## src/rtl/uart_tx_feeder_if.sv

```systemverilog
// uart_tx_feeder_if: producer write port plus the tx_en/tx_data/uart_tx_busy uart handshake.
interface uart_tx_feeder_if;
  logic       wr_en;
  logic [7:0] wr_data;
  logic       tx_en;
  logic [7:0] tx_data;
  logic       uart_tx_busy;
  modport master (output wr_en, wr_data, uart_tx_busy, input tx_en, tx_data);
  modport slave (input wr_en, wr_data, uart_tx_busy, output tx_en, tx_data);
endinterface

```

## src/rtl/uart_tx_feeder.sv

```systemverilog
// uart_tx_feeder: byte FIFO that drains into the uart one request at a time,
// aborting a request (and discarding its byte) if the uart never acknowledges it.
module uart_tx_feeder #(
  parameter int DEPTH       = 16,
  parameter int ADDR_W      = 4,
  parameter int ACK_TIMEOUT = 1024
) (
  input  logic              i_sys_clk,
  input  logic              i_rst_n,
  uart_tx_feeder_if.slave   bus,
  input  logic              i_clr_overflow,
  output logic              o_full,
  output logic              o_empty,
  output logic [ADDR_W:0]   o_level,
  output logic              o_overflow,
  output logic              o_ack_timeout
);
  localparam int CNT_W = $clog2(ACK_TIMEOUT + 1);
  typedef enum logic [1:0] {IDLE, REQ, WAIT_DONE} state_t;
  state_t            r_state, w_next;
  logic [7:0]        r_mem [DEPTH];
  logic [ADDR_W-1:0] r_wr_ptr, r_rd_ptr;
  logic [ADDR_W:0]   r_level;
  logic [CNT_W-1:0]  r_cnt;
  logic [7:0]        r_tx_data;
  logic              r_overflow, r_ack_timeout;
  logic              w_push, w_pop, w_load, w_expire;
  assign o_level       = r_level;
  assign o_full        = r_level == (ADDR_W+1)'(DEPTH);
  assign o_empty       = r_level == '0;
  assign o_overflow    = r_overflow;
  assign o_ack_timeout = r_ack_timeout;
  assign bus.tx_en     = r_state == REQ;
  assign bus.tx_data   = r_tx_data;
  assign w_push   = bus.wr_en && !o_full;
  assign w_load   = r_state == IDLE && !o_empty && !bus.uart_tx_busy;
  // An acknowledge in the last timeout cycle still counts as a normal send
  assign w_expire = r_state == REQ && !bus.uart_tx_busy && r_cnt == CNT_W'(ACK_TIMEOUT - 1);
  assign w_pop    = (r_state == REQ && bus.uart_tx_busy) || w_expire;
  always_comb begin
    w_next = r_state;
    unique case (r_state)
      IDLE:      w_next = w_load ? REQ : IDLE;
      REQ:       w_next = bus.uart_tx_busy ? WAIT_DONE : (w_expire ? IDLE : REQ);
      WAIT_DONE: w_next = bus.uart_tx_busy ? WAIT_DONE : IDLE;
      default:   w_next = IDLE;
    endcase
  end
  always_ff @(posedge i_sys_clk or negedge i_rst_n) begin
    if (!i_rst_n) r_state <= IDLE;
    else          r_state <= w_next;
  end
  always_ff @(posedge i_sys_clk or negedge i_rst_n) begin
    if (!i_rst_n) begin
      r_wr_ptr      <= '0;
      r_rd_ptr      <= '0;
      r_level       <= '0;
      r_cnt         <= '0;
      r_tx_data     <= '0;
      r_overflow    <= 1'b0;
      r_ack_timeout <= 1'b0;
    end else begin
      if (w_push) r_wr_ptr <= r_wr_ptr + 1'b1;
      if (w_pop)  r_rd_ptr <= r_rd_ptr + 1'b1;
      r_level       <= r_level + (ADDR_W+1)'(w_push) - (ADDR_W+1)'(w_pop);
      r_cnt         <= r_state == REQ ? r_cnt + 1'b1 : '0;
      if (w_load) r_tx_data <= r_mem[r_rd_ptr];
      r_overflow    <= (bus.wr_en && o_full) || (r_overflow && !i_clr_overflow);
      r_ack_timeout <= r_ack_timeout || w_expire;
    end
  end
  always_ff @(posedge i_sys_clk) begin
    if (w_push) r_mem[r_wr_ptr] <= bus.wr_data;
  end
endmodule

```

## src/flat_wrapper.sv

```systemverilog
// flat-port wrapper written by rule: the top's interface ports become plain ports
module uart_tx_feeder_flat 
#(
  parameter int DEPTH       = 16,
  parameter int ADDR_W      = 4,
  parameter int ACK_TIMEOUT = 1024
)
  (i_sys_clk, i_rst_n, i_clr_overflow, o_full, o_empty, o_level, o_overflow, o_ack_timeout, bus_wr_en, bus_wr_data, bus_uart_tx_busy, bus_tx_en, bus_tx_data);
  uart_tx_feeder_if bus_i ();
  input  logic i_sys_clk;
  input  logic i_rst_n;
  input  logic i_clr_overflow;
  output logic o_full;
  output logic o_empty;
  output logic [ADDR_W:0] o_level;
  output logic o_overflow;
  output logic o_ack_timeout;
  input wire logic [$bits(bus_i.wr_en)-1:0] bus_wr_en;
  input wire logic [$bits(bus_i.wr_data)-1:0] bus_wr_data;
  input wire logic [$bits(bus_i.uart_tx_busy)-1:0] bus_uart_tx_busy;
  output wire logic [$bits(bus_i.tx_en)-1:0] bus_tx_en;
  output wire logic [$bits(bus_i.tx_data)-1:0] bus_tx_data;
  assign bus_i.wr_en = bus_wr_en;
  assign bus_i.wr_data = bus_wr_data;
  assign bus_i.uart_tx_busy = bus_uart_tx_busy;
  assign bus_tx_en = bus_i.tx_en;
  assign bus_tx_data = bus_i.tx_data;
  uart_tx_feeder #(.DEPTH(DEPTH), .ADDR_W(ADDR_W), .ACK_TIMEOUT(ACK_TIMEOUT)) u_core (.i_sys_clk(i_sys_clk), .i_rst_n(i_rst_n), .bus(bus_i), .i_clr_overflow(i_clr_overflow), .o_full(o_full), .o_empty(o_empty), .o_level(o_level), .o_overflow(o_overflow), .o_ack_timeout(o_ack_timeout));
endmodule
```

## config.mk

```make
export PLATFORM = sky130hd
export DESIGN_NAME = uart_tx_feeder_flat
export DESIGN_NICKNAME = d
export VERILOG_FILES = /design/src/rtl/uart_tx_feeder_if.sv /design/src/rtl/uart_tx_feeder.sv /design/src/flat_wrapper.sv
export SDC_FILE = /design/constraint.sdc
export NUM_CORES = 1
export LEC_CHECK = 0
export ABC_AREA = 1
export CAP_MARGIN = 25
export CORE_UTILIZATION = 30
export CTS_BUF_LIST = sky130_fd_sc_hd__clkbuf_16
export DETAILED_ROUTE_END_ITERATION = 12
export PLACE_DENSITY = 0.51
export SKIP_LAST_GASP = 1
export SLEW_MARGIN = 20
export SYNTH_ARGS = -nofsm -noshare
export SYNTH_HDL_FRONTEND = slang
export SYNTH_SLANG_ARGS = --single-unit
export TNS_END_PERCENT = 100
```

## constraint.sdc

```tcl
create_clock -name i_sys_clk -period 5.8 [get_ports i_sys_clk]
set_input_delay 1.74 -clock i_sys_clk [delete_from_list [all_inputs] [get_ports i_sys_clk]]
set_output_delay 1.74 -clock i_sys_clk [all_outputs]
set_load 0.02 [all_outputs]
```

Yosys cells after proc, flatten, opt, wreduce, memory -nomap -nowiden
Memories as Yosys holds them, arrays and structs flattened. A register that Yosys moved wholly into a read port is not among the register bits.
Cells that the tools add are included.
{"block": "classes", "div": 0, "magnitude_cmp": 0, "n_mux": 8, "n_eq_ne": 4, "reduce_logical": 18, "bitwise_logic": 0, "n_shift": 0, "multipliers": 0, "add_sub_neg": 5}
{"operator": "$add 11x1->11 const B", "count": 1}
{"operator": "$eq 11x10->1 const B", "count": 1}
{"operator": "$mux 11", "count": 1}
{"operator": "$add 4x1->4 const B", "count": 2}
{"operator": "$logic_and 1x1->1", "count": 8}
{"operator": "$pmux 2 s3", "count": 1}
{"operator": "$add 5x1->5", "count": 1}
{"operator": "$eq 5x5->1 const B", "count": 1}
{"operator": "$logic_not 1->1", "count": 5}
{"operator": "$logic_not 5->1", "count": 1}
{"operator": "$sub 5x1->5", "count": 1}
{"operator": "$mux 1", "count": 4}
{"operator": "$mux 2", "count": 2}
{"operator": "$logic_or 1x1->1", "count": 3}
{"operator": "$eq 2x1->1 const B", "count": 1}
{"operator": "$eq 2x2->1 const B", "count": 1}
{"operator": "$logic_not 2->1", "count": 1}
{"block": "totals", "elab_cells": 43, "ff_bits": 28, "ram_bits": 128, "n_memories": 1, "rom_bits": 0, "out_inout_bits": 18, "latch_bits": 0, "inputBits": 13}
{"memory": "u_core.r_mem", "words": 16, "word_bits": 8, "rd": 1, "rd_clocked_by_memory_dff": 1, "write_ports": 1, "line_no": "uart_tx_feeder.sv:21", "rtl": "logic [7:0] r_mem [DEPTH];"}

Logic depth before layout (Yosys ltp)
Gate-level depths: netlist (run 1).
{"block": "logic_depth", "word_depth": 6, "mapped_depth": 17}

Worst setup path before layout (run 1)
Ideal clock, no wire load.
{"block": "synth_path", "kind": "input -> register", "startpoint": "input port bus_uart_tx_busy", "endpoint": "register u_core.r_level[4], in the netlist u_core.o_level[4]", "n_path_buf": 0, "path_slack_ns": 2.378, "path_stages": 12, "t_arrival_ns": 3.343, "setup_time_ns": 0.079, "path_cell_list": "inv_1 > nand2_2 > nand2_4 > clkinv_2 > ha_1 > inv_1 > ha_1 > fa_1 > a21oi_1 > nor2_1 > nor2_1 > xor2_1"}
{"block": "synth_via", "elab_chain_len": 5}
{"item": "from (decl)", "line_no": "flat_wrapper.sv:20", "rtl": "input wire logic [$bits(bus_i.uart_tx_busy)-1:0] bus_uart_tx_busy;"}
{"item": "$logic_not 1->1", "line_no": "uart_tx_feeder.sv:38", "rtl": "assign w_expire = r_state == REQ && !bus.uart_tx_busy && r_cnt == CNT_W'(ACK_TIMEOUT - 1);"}
{"item": "$logic_and 1x1->1 (2 in a row)", "line_no": "uart_tx_feeder.sv:38"}
{"item": "$logic_or 1x1->1 (*)", "line_no": "uart_tx_feeder.sv:39", "rtl": "assign w_pop = (r_state == REQ && bus.uart_tx_busy) || w_expire;"}
{"item": "$sub 5x1->5 (*)", "line_no": "uart_tx_feeder.sv:65", "rtl": "r_level <= r_level + (ADDR_W+1)'(w_push) - (ADDR_W+1)'(w_pop);"}
{"item": "to (signal assigned)", "line_no": "uart_tx_feeder.sv:65"}
{"item": "to (decl)", "line_no": "uart_tx_feeder.sv:23", "rtl": "logic [ADDR_W:0] r_level;"}
Mark *: on every way between the ends. The rest lies on a longest branch, timed or not.
A chain may end at the register's enable or synchronous reset.

Final worst setup path (run 1)
{"block": "layout_path", "startpoint": "register u_core.r_level[3], in the netlist u_core.o_level[3]", "endpoint": "output port o_empty"}
{"block": "layout_via", "elab_chain_len": 1}
{"item": "$logic_not 5->1", "line_no": "uart_tx_feeder.sv:30", "rtl": "assign o_empty = r_level == '0;"}
{"item": "to (decl)", "line_no": "flat_wrapper.sv:14", "rtl": "output logic o_empty;"}
No other way between the ends.

==> run summary, run 1 <==
Status - completed
Max rail drop VDD - 0.271 mV
Worst hold start - u_core.r_cnt[0]
Hold endpoint - u_core.r_cnt[0]
CTS H-tree lvls - 4
Area growth syn-to-layout - 17.4%
Share of layout cells above drive strength 1 - 6.24%
FP Rows - 56
CP endpoint kind - output port
Final setup vio count - 0
Resized cells post-CTS - 0
Post-synthesis cell count - 728
Synthesis-stage register bit count - 164
Die height - 158 microns
YS warnings - 0
Hold depth - 1
Final Hold Vio Count - 0
Total I/O pin count - 31
DR vias/cell - 4.41
Tcrit/Tclk final - 66.1%
CP Class - flip-flop to output port
Routed vias - 4795
Sequential share of power - 37.3%
Hold buffer count at cts - 0
Die span in x - 158 microns
Main synth FF type - edfxtp_1
Pwr dens - 485 nW/um^2
Switch share - 36.6%
Core Area - 23700 sq um
Global-route wire length before repair - 26.0 mm
Req. time, crit path - 4060 ps
Port-buffer cells - 30
R2r worst-path depth - 17
CP max FO - 3
Diode count - 0
Worst slew pin tran - 943 ps
Reg2Reg Launch Point - u_core.r_cnt[0]
Clock root buffer - clkbuf_16
Worst rel slew slack - 36.9%
GRT Overall Usage - 14.4%
Postcts setup bufs - 0
Initial antenna violation count - 0
Post-synth top area share - 52.7%
Reg2reg end - u_core.o_level[4]
Final min period - 3840 ps
Final WS setup - 1960 ps
Routed WL - 16.6 mm
Drt wl/cell - 15.2 microns
Initial Utilization - 30.8%
Cell Area, Synth - 7290 sq um
Fin nets - 782
Seq/Total Area, Yosys - 65.1%
Internal - 2.63 mW
Switching power total - 1.52 mW
TritonCTS clock tree - built
RSZ-0062 raised after global routing - no
EDFF count, synth - 128
Post-route setup TNS - 0 ps
Min-Delay Path Class - flip-flop to flip-flop
Inserted Clock Buffers - 17
Logic pwr share - 33.2%
Vias in the first global route - 4668
Later-pin clock latency in the skew report - 430 ps
Clock share of power - 29.6%
Top post-synthesis cells by area - edfxtp_1 53%, dfrtp_1 12%, nand2_1 12%
Max-slew violations - 0
Starting DRT DRC Count - 342
Syn nets - 754
Startpoint types - flip-flop
Die area - 24900 sq um
GPL Wtd Cong - 0.783
Post-route DRC violation count - 0
Yosys cell types - 32
Async S/R FF share, synth - 22.0%
Max Cap Viol - 0
Mapped Avg Cell Area - 10.0 sq um
Arrival time at the worst endpoint - 2100 ps
Clock sink total - 164
Worst-case clock buffer depth - 2
Post-DRT Antenna Nets - 0
GRT overflow - 0
DP Worst Slack - 1790 ps
Largest net degree at the start of global routing - 68
HPWL Detailed - 10.6 mm
Peak Freq - 261 MHz
Layout Skew - 9.81 ps
Flop2flop setup slack - 3030 ps
Clock Pin Slew Worst Setup and Hold Paths - 70 ps
P_leak - 3.69 nW
Synth area leader - edfxtp_1
First-pass DRT Iterations - 5
-- worst max-delay path by stage --
stage / end / start / cells after the start
global placement: u_core.o_level[4] / bus_uart_tx_busy / 13
detailed placement: u_core.o_level[4] / bus_uart_tx_busy / 13
finish: o_empty / u_core.o_level[3] / 6
global route: o_empty / u_core.o_level[3] / 6
floorplan: u_core.o_level[4] / bus_uart_tx_busy / 12
CTS: o_empty / u_core.o_level[3] / 6
-- cells in the mapped netlist (all sizes together), types with 3 or more instances --
| library cell | instances |
|---|---|
| o21ai | 6 |
| clkbuf | 3 |
| a21oi | 10 |
| clkinv | 4 |
| inv | 122 |
| nor2 | 33 |
| ha | 12 |
| nor3 | 3 |
| dfrtp | 36 |
| xor2 | 8 |
| nand2 | 228 |
| edfxtp | 128 |
| buf | 22 |
| nand3 | 104 |
-- cells in the final DEF (no fill, tap or decap), types with 10 or more instances in the layout --
master,n
a21oi_1,10
clkbuf_16,17
clkdlybuf4s50_1,29
dfrtp_1,35
edfxtp_1,128
ha_1,12
inv_1,121
nand2_1,225
nand3_1,103
nor2_1,30
-- stage by stage --
| step | hold WS, ps | std cells | util (%) | power (mW) | area, sq um |
|---|---|---|---|---|---|
| 2_1_floorplan | 433 | 728 | - | 2.47 | 7290 |
| 3_3_place_gp | 453 | 1054 | 33.2 | 2.93 | 7870 |
| 3_5_place_dp | 453 | 1055 | 33.3 | 2.94 | 7890 |
| 4_1_cts | 463 | 1087 | 36.0 | 4.17 | 8530 |
| 5_1_grt | 486 | 1088 | 36.1 | 4.41 | 8560 |
| 6_report | 459 | 1088 | 36.1 | 4.15 | 8560 |
-- layer usage --
metal	global-route usage [%]	part of all wire, %	up-vias
met4	4.99	1.3	0
li1	-	-	2387
met2	23.1	48	103
met5	0	0	-
met1	19.3	47	2289
met3	2.98	4.3	16
-- power by group through the flow --
stage / Clock [mW] / Sequential (mW) / Combinational (mW)
after floorplan: 0 / 1.59 / 0.886
after global placement: 0 / 1.57 / 1.36
after detailed placement: 0 / 1.57 / 1.37
after CTS: 1.25 / 1.55 / 1.37
after global routing: 1.29 / 1.56 / 1.55
final: 1.23 / 1.54 / 1.38
-- sequential cells by signal, indices dropped and copies added (netlist names) --
name,cells
u_core.r_wr_ptr,4
u_core.r_cnt,11
u_core.r_rd_ptr,4
u_core.r_state,2
u_core.o_ack_timeout,1
u_core.r_mem,128
u_core.bus.tx_data,8
u_core.o_level,5
u_core.o_overflow,1
-- worst max-delay path: stages, from the launching register on --
cell,delay [ps]
dfrtp_1,400
inv_1,90
ha_1,170
nand3_1,70
or2_2,300
inv_1,60
clkdlybuf4s50_1,590
-- cell families (layout without fill, tap and decap cells) --
| kind of cell | after synthesis | in the layout | share of synthesized area, % |
|---|---|---|---|
| AO/OA/AOI/OAI | 20 | 20 | 1.53 |
| XOR/XNOR | 9 | 9 | 1.08 |
| adder cells (fa/ha/maj) | 13 | 13 | 2.33 |
| buffers and inverters | 151 | 192 | 8.34 |
| flip-flops | 164 | 164 | 65.1 |
| AND/OR/NAND/NOR | 371 | 371 | 21.6 |
-- layout make-up --
class / count / area (sq um)
clock inverter: 15 / 218
inverter: 126 / 474
fill: 2464 / 15100
sequential: 164 / 4750
clock buffer: 17 / 425
multi-input combinational: 413 / 1940
timing repair buffer: 34 / 358
tap: 319 / 399
No activity file was read; power rests on OpenSTA's default activity.
==> inputs of run 2 (changes only) <==
Settings changed: PLACE_DENSITY 0.51 to 0.53.
Clock period 5.8 ns to 3.1 ns, I/O delays scaled along.
==> run summary, run 2 (same netlist as run 1, synthesis figures left out) <==
Status - completed (unchanged)
Arrival time at the worst endpoint - 1910 ps (was 2100 ps)
FP Rows - 56 (unchanged)
Largest net degree at the start of global routing - 68 (unchanged)
Later-pin clock latency in the skew report - 430 ps (about the same)
GRT overflow - 0 (unchanged)
Global-route wire length before repair - 25.6 mm (was 26.0 mm)
Layout Utilization - 36.3% (was 36.1%)
Drt wl/cell - 14.3 microns (was 15.2 microns)
Post-DRT Antenna Nets - 0 (unchanged)
Internal - 4.60 mW (was 2.63 mW)
Initial Utilization - 30.8% (unchanged)
Port-buffer cells - 30 (unchanged)
GRT Overall Usage - 14.0% (was 14.4%)
Inst Count DP - 1079 (was 1055)
Die span in x - 158 microns (unchanged)
GPL Wtd Cong - 0.737 (was 0.783)
CP max FO - 3 (unchanged)
Min-Delay Path Class - flip-flop to flip-flop (unchanged)
Max Cap Viol - 0 (unchanged)
Resized cells post-CTS - 0 (unchanged)
Worst hold start - u_core.r_cnt[0] (unchanged)
P_leak - 3.76 nW (was 3.69 nW)
First-pass DRT Iterations - 7 (was 5)
Tcrit/Tclk final - 91.8%
Inserted Clock Buffers - 17 (unchanged)
Final setup vio count - 0 (unchanged)
Pwr dens - 863 nW/um^2 (was 485 nW/um^2)
Die area - 24900 sq um (unchanged)
Worst slew pin tran - 813 ps (was 943 ps)
Area growth syn-to-layout - 18.1% (was 17.4%)
Max reg flops - 128 (unchanged)
Routed WL - 15.9 mm (was 16.6 mm)
Req. time, crit path - 2170 ps (was 4060 ps)
Reg2reg end - u_core.o_level[4] (unchanged)
Register bank with the most flops - u_core.r_mem (unchanged)
Logic pwr share - 35.4% (was 33.2%)
Initial antenna violation count - 0 (unchanged)
Clock share of power - 26.4% (was 29.6%)
Final min period - 2840 ps
Worst rel slew slack - 45.8% (was 36.9%)
Vias in the first global route - 4672 (was 4668)
Worst-case clock buffer depth - 2 (unchanged)
Startpoint types - flip-flop (unchanged)
Core Area - 23700 sq um (unchanged)
CP endpoint kind - output port (unchanged)
Final Hold Vio Count - 0 (unchanged)
Switch share - 38.1% (was 36.6%)
Clock sink total - 164 (unchanged)
Switching power total - 2.83 mW (was 1.52 mW)
Hold endpoint - u_core.r_cnt[0] (unchanged)
TritonCTS clock tree - built (unchanged)
Postcts setup bufs - 0 (unchanged)
Hold slack final - 462 ps (was 459 ps)
Peak Freq - 352 MHz
Most common cell after layout, fill and taps aside - nand2_1 (unchanged)
Finished Cell Area - 8600 sq um (was 8560 sq um)
DR vias/cell - 4.27 (was 4.41)
Hold depth - 1 (unchanged)
Share of layout cells above drive strength 1 - 8.96% (was 6.24%)
Sequential share of power - 38.2% (was 37.3%)
Starting DRT DRC Count - 311 (was 342)
Fin nets - 805 (was 782)
HPWL Detailed - 9.71 mm (was 10.6 mm)
RSZ-0062 raised after global routing - no (unchanged)
Max rail drop VDD - 0.341 mV (was 0.271 mV)
CTS H-tree lvls - 4 (unchanged)
CP Class - flip-flop to output port (unchanged)
Diode count - 0 (unchanged)
Die height - 158 microns (unchanged)
Register Area - 4750 sq um (unchanged)
Area of the multi-input gates - 1940 sq um (unchanged)
Layout Cells excl Fill - 1111 (was 1088)
Clock Pin Slew Worst Setup and Hold Paths - 70 ps (about the same)
Hold buffer count at cts - 0 (unchanged)
Total I/O pin count - 31 (unchanged)
Post-route DRC violation count - 0 (unchanged)
Max-slew violations - 0 (unchanged)
Reg2Reg Launch Point - u_core.r_cnt[0] (unchanged)
Routed vias - 4748 (was 4795)
Flop2flop setup slack - 420 ps (was 3030 ps)
R2r worst-path depth - 17 (unchanged)
Most frequent cells in the layout - 225 x nand2_1, 128 x edfxtp_1, 121 x inv_1 (unchanged)
Layout Skew - 9.91 ps (was 9.81 ps)
Placed cell area - 8050 sq um (was 7890 sq um)
Post-route setup TNS - 0 ps (unchanged)
Final-layout fill cell count - 2403 (was 2464)
Clock root buffer - clkbuf_16 (unchanged)
-- run 2: cell count changes in the layout (fill, tap and decap cells not counted), sizes merged --
cell           previous run  this run
clkinv                    8         9
clkdlybuf4s50            29        28
bufinv                    4         0
clkinvlp                  1         4
dlymetal6s2s              0         1
buf                       5        28
-- run 2: power groups by stage --
stage	Clock [mW]	Combinational, mW	Sequential [mW]
5_1_grt	2.10	2.98	2.87
4_1_cts	2.01	2.67	2.84
3_5_place_dp	0	2.66	2.89
6_report	1.96	2.63	2.84
3_3_place_gp	0	2.65	2.88
2_1_floorplan	0	1.66	2.97
-- run 2: how the worst max path moves through the flow --
stage | start | end | slack [ps] | cells past startpoint
finish | u_core.o_level[3] | o_full | 260 | 5
global route | u_core.o_level[2] | o_full | 100 | 5
CTS | u_core.o_level[2] | o_empty | 30 | 6
detailed placement | bus_uart_tx_busy | u_core.o_level[4] | 20 | 13
global placement | bus_uart_tx_busy | u_core.o_level[4] | 20 | 13
floorplan | bus_uart_tx_busy | u_core.o_level[4] | 490 | 12
-- run 2: final cells by class --
class | count | share of cell area, %
Clock buffer | 17 | 4.94
Timing Repair Buffer | 57 | 5.82
Tap cell | 319 | 4.64
Clock inverter | 15 | 1.44
Multi-Input combinational cell | 413 | 22.5
Sequential cell | 164 | 55.2
Inverter | 126 | 5.51
-- run 2: stage by stage --
step	total power, mW	worst slack [ps]
floorplan	4.62	488
global placement	5.53	17.3
detailed placement	5.54	21.7
CTS	7.53	34.5
global route	7.96	103
finish	7.43	255
-- run 2: layer usage --
metal,part of all wire [%],track usage [%],vias up
li1,-,-,2429
met1,46,18.0,2212
met2,48,23.0,85
met3,3.9,3.07,22
met4,2.1,5.46,0
met5,0,0,-
-- run 2: worst max-delay path: stages (launching register included) --
cell	delay, ps
dfrtp_1	400
inv_1	80
ha_1	160
nand4_1	140
inv_1	100
clkdlybuf4s50_1	600
==> inputs of run 3 (changes only) <==
Settings changed: GPL_TIMING_DRIVEN from default to 0.
==> run summary, run 3 (same netlist as run 1, synthesis figures left out) <==
Initial Utilization - 30.8% (unchanged)
Clock root buffer - clkbuf_16 (unchanged)
Later-pin clock latency in the skew report - 430 ps (about the same)
Final Hold Vio Count - 0 (unchanged)
CP bufs+invs - 3 (unchanged)
Core Area - 23700 sq um (unchanged)
Register bank with the most flops - u_core.r_mem (unchanged)
Fin nets - 804 (was 805)
R2r worst-path depth - 17 (unchanged)
Layout Skew - 11.6 ps (was 9.91 ps)
Final min period - 2850 ps (was 2840 ps)
GRT Overall Usage - 15.0% (was 14.0%)
Cells along the critical path - inv_1 > ha_1 > nand4_1 > inv_1 > clkdlybuf4s50_1 (unchanged)
Tcrit/Tclk final - 91.9% (was 91.8%)
Starting DRT DRC Count - 506 (was 311)
Routed WL - 17.4 mm (was 15.9 mm)
Die height - 158 microns (unchanged)
Drt wl/cell - 15.7 microns (was 14.3 microns)
Die area - 24900 sq um (unchanged)
Total design power - 7.75 mW (was 7.43 mW)
Peak Freq - 351 MHz (was 352 MHz)
Pwr dens - 901 nW/um^2 (was 863 nW/um^2)
Post-route DRC violation count - 0 (unchanged)
Hold buffer count at cts - 0 (unchanged)
GRT overflow - 0 (unchanged)
Status - completed (unchanged)
Most common cell after layout, fill and taps aside - nand2_1 (unchanged)
Arrival time at the worst endpoint - 1920 ps (was 1910 ps)
DP Worst Slack - -163 ps (was 21.7 ps)
Diode count - 0 (unchanged)
Layout Cells excl Fill - 1109 (was 1111)
Total I/O pin count - 31 (unchanged)
Worst slew pin tran - 844 ps (was 813 ps)
Slowest stage cell, crit path - clkdlybuf4s50_1 (unchanged)
First-pass DRT Iterations - 5 (was 7)
Initial antenna violation count - 0 (unchanged)
Top cell by count, worst path - inv_1 (unchanged)
P_leak - 3.75 nW (was 3.76 nW)
Inst Count DP - 1078 (was 1079)
Share of layout cells above drive strength 1 - 7.85% (was 8.96%)
Clock sink total - 164 (unchanged)
CP Class - flip-flop to output port (unchanged)
Delay-heaviest family, CP - buffers and inverters (unchanged)
Global-route wire length before repair - 26.9 mm (was 25.6 mm)
Min-Delay Path Class - input pin to async pin (was flip-flop to flip-flop)
Finished Cell Area - 8600 sq um (about the same)
FP Rows - 56 (unchanged)
Max-slew violations - 0 (unchanged)
TritonCTS clock tree - built (unchanged)
Hold slack final - 435 ps (was 462 ps)
Post-route setup TNS - 0 ps (unchanged)
Most frequent cells in the layout - 225 x nand2_1, 128 x edfxtp_1, 121 x inv_1 (unchanged)
CP max FO - 3 (unchanged)
Vias in the first global route - 4567 (was 4672)
Clock Pin Slew Worst Setup and Hold Paths - 60 ps (was 70 ps)
RSZ-0062 raised after global routing - no (unchanged)
Post-DRT Antenna Nets - 0 (unchanged)
Stages on worst setup path - 5 (unchanged)
Routed vias - 4844 (was 4748)
Layout Utilization - 36.3% (about the same)
Area growth syn-to-layout - 18.0% (was 18.1%)
Startpoint types - flip-flop (unchanged)
Max Cap Viol - 0 (unchanged)
Final WS setup - 253 ps (was 255 ps)
Placed cell area - 8010 sq um (was 8050 sq um)
Inserted Clock Buffers - 17 (unchanged)
DR vias/cell - 4.37 (was 4.27)
CP endpoint kind - output port (unchanged)
Worst rel slew slack - 43.6% (was 45.8%)
Max reg flops - 128 (unchanged)
Max rail drop VDD - 0.338 mV (was 0.341 mV)
Port-buffer cells - 30 (unchanged)
Final-layout fill cell count - 2386 (was 2403)
Req. time, crit path - 2170 ps (about the same)
Slowest cell delay on critical path - 600 ps (about the same)
Die span in x - 158 microns (unchanged)
CTS H-tree lvls - 4 (unchanged)
Worst-case clock buffer depth - 2 (unchanged)
Largest net degree at the start of global routing - 22 (was 68)
HPWL Detailed - 11.8 mm (was 9.71 mm)
GPL Wtd Cong - 0.863 (was 0.737)
Final setup vio count - 0 (unchanged)
## run 3: repair_timing
item	CTS	global route
gates resized for setup	0	2
setup buffers	0	0
setup endpoints to repair	0	2
## run 3: layer usage
metal	GRT usage, %	up-vias	part of all wire [%]
met4	4.07	0	0.94
met1	21.5	2271	48
met2	23.3	129	45
met5	0	-	0
li1	-	2430	-
met3	2.82	14	5.3
## run 3: layout make-up
class | instances | area [sq um] | share of cell area (%)
timing repair buffer | 31 | 325 | 3.78
sequential | 164 | 4740 | 55.1
tap | 319 | 399 | 4.64
inverter | 126 | 474 | 5.51
multi-input combinational | 413 | 1940 | 22.5
clock buffer | 17 | 425 | 4.94
buffer | 25 | 134 | 1.56
clock inverter | 14 | 161 | 1.88
## run 3: where the power goes
group	internal (mW)	switching, mW	total, mW
logic	0.891	1.90	2.80
clock network	1.26	0.848	2.10
registers	2.70	0.152	2.86
## run 3: final timing paths
path | start | end | slack (ps)
setup / recovery | u_core.o_level[3] | o_full | 250
hold / removal | i_rst_n | u_core.r_cnt[7] | 440
setup reg to reg | u_core.r_cnt[0] | u_core.o_level[4] | 270
hold reg to reg | u_core.o_ack_timeout | u_core.o_ack_timeout | 470
max in group asynchronous | i_rst_n | u_core.r_wr_ptr[1] | 2210
min in group i_sys_clk | u_core.o_ack_timeout | u_core.o_ack_timeout | 470
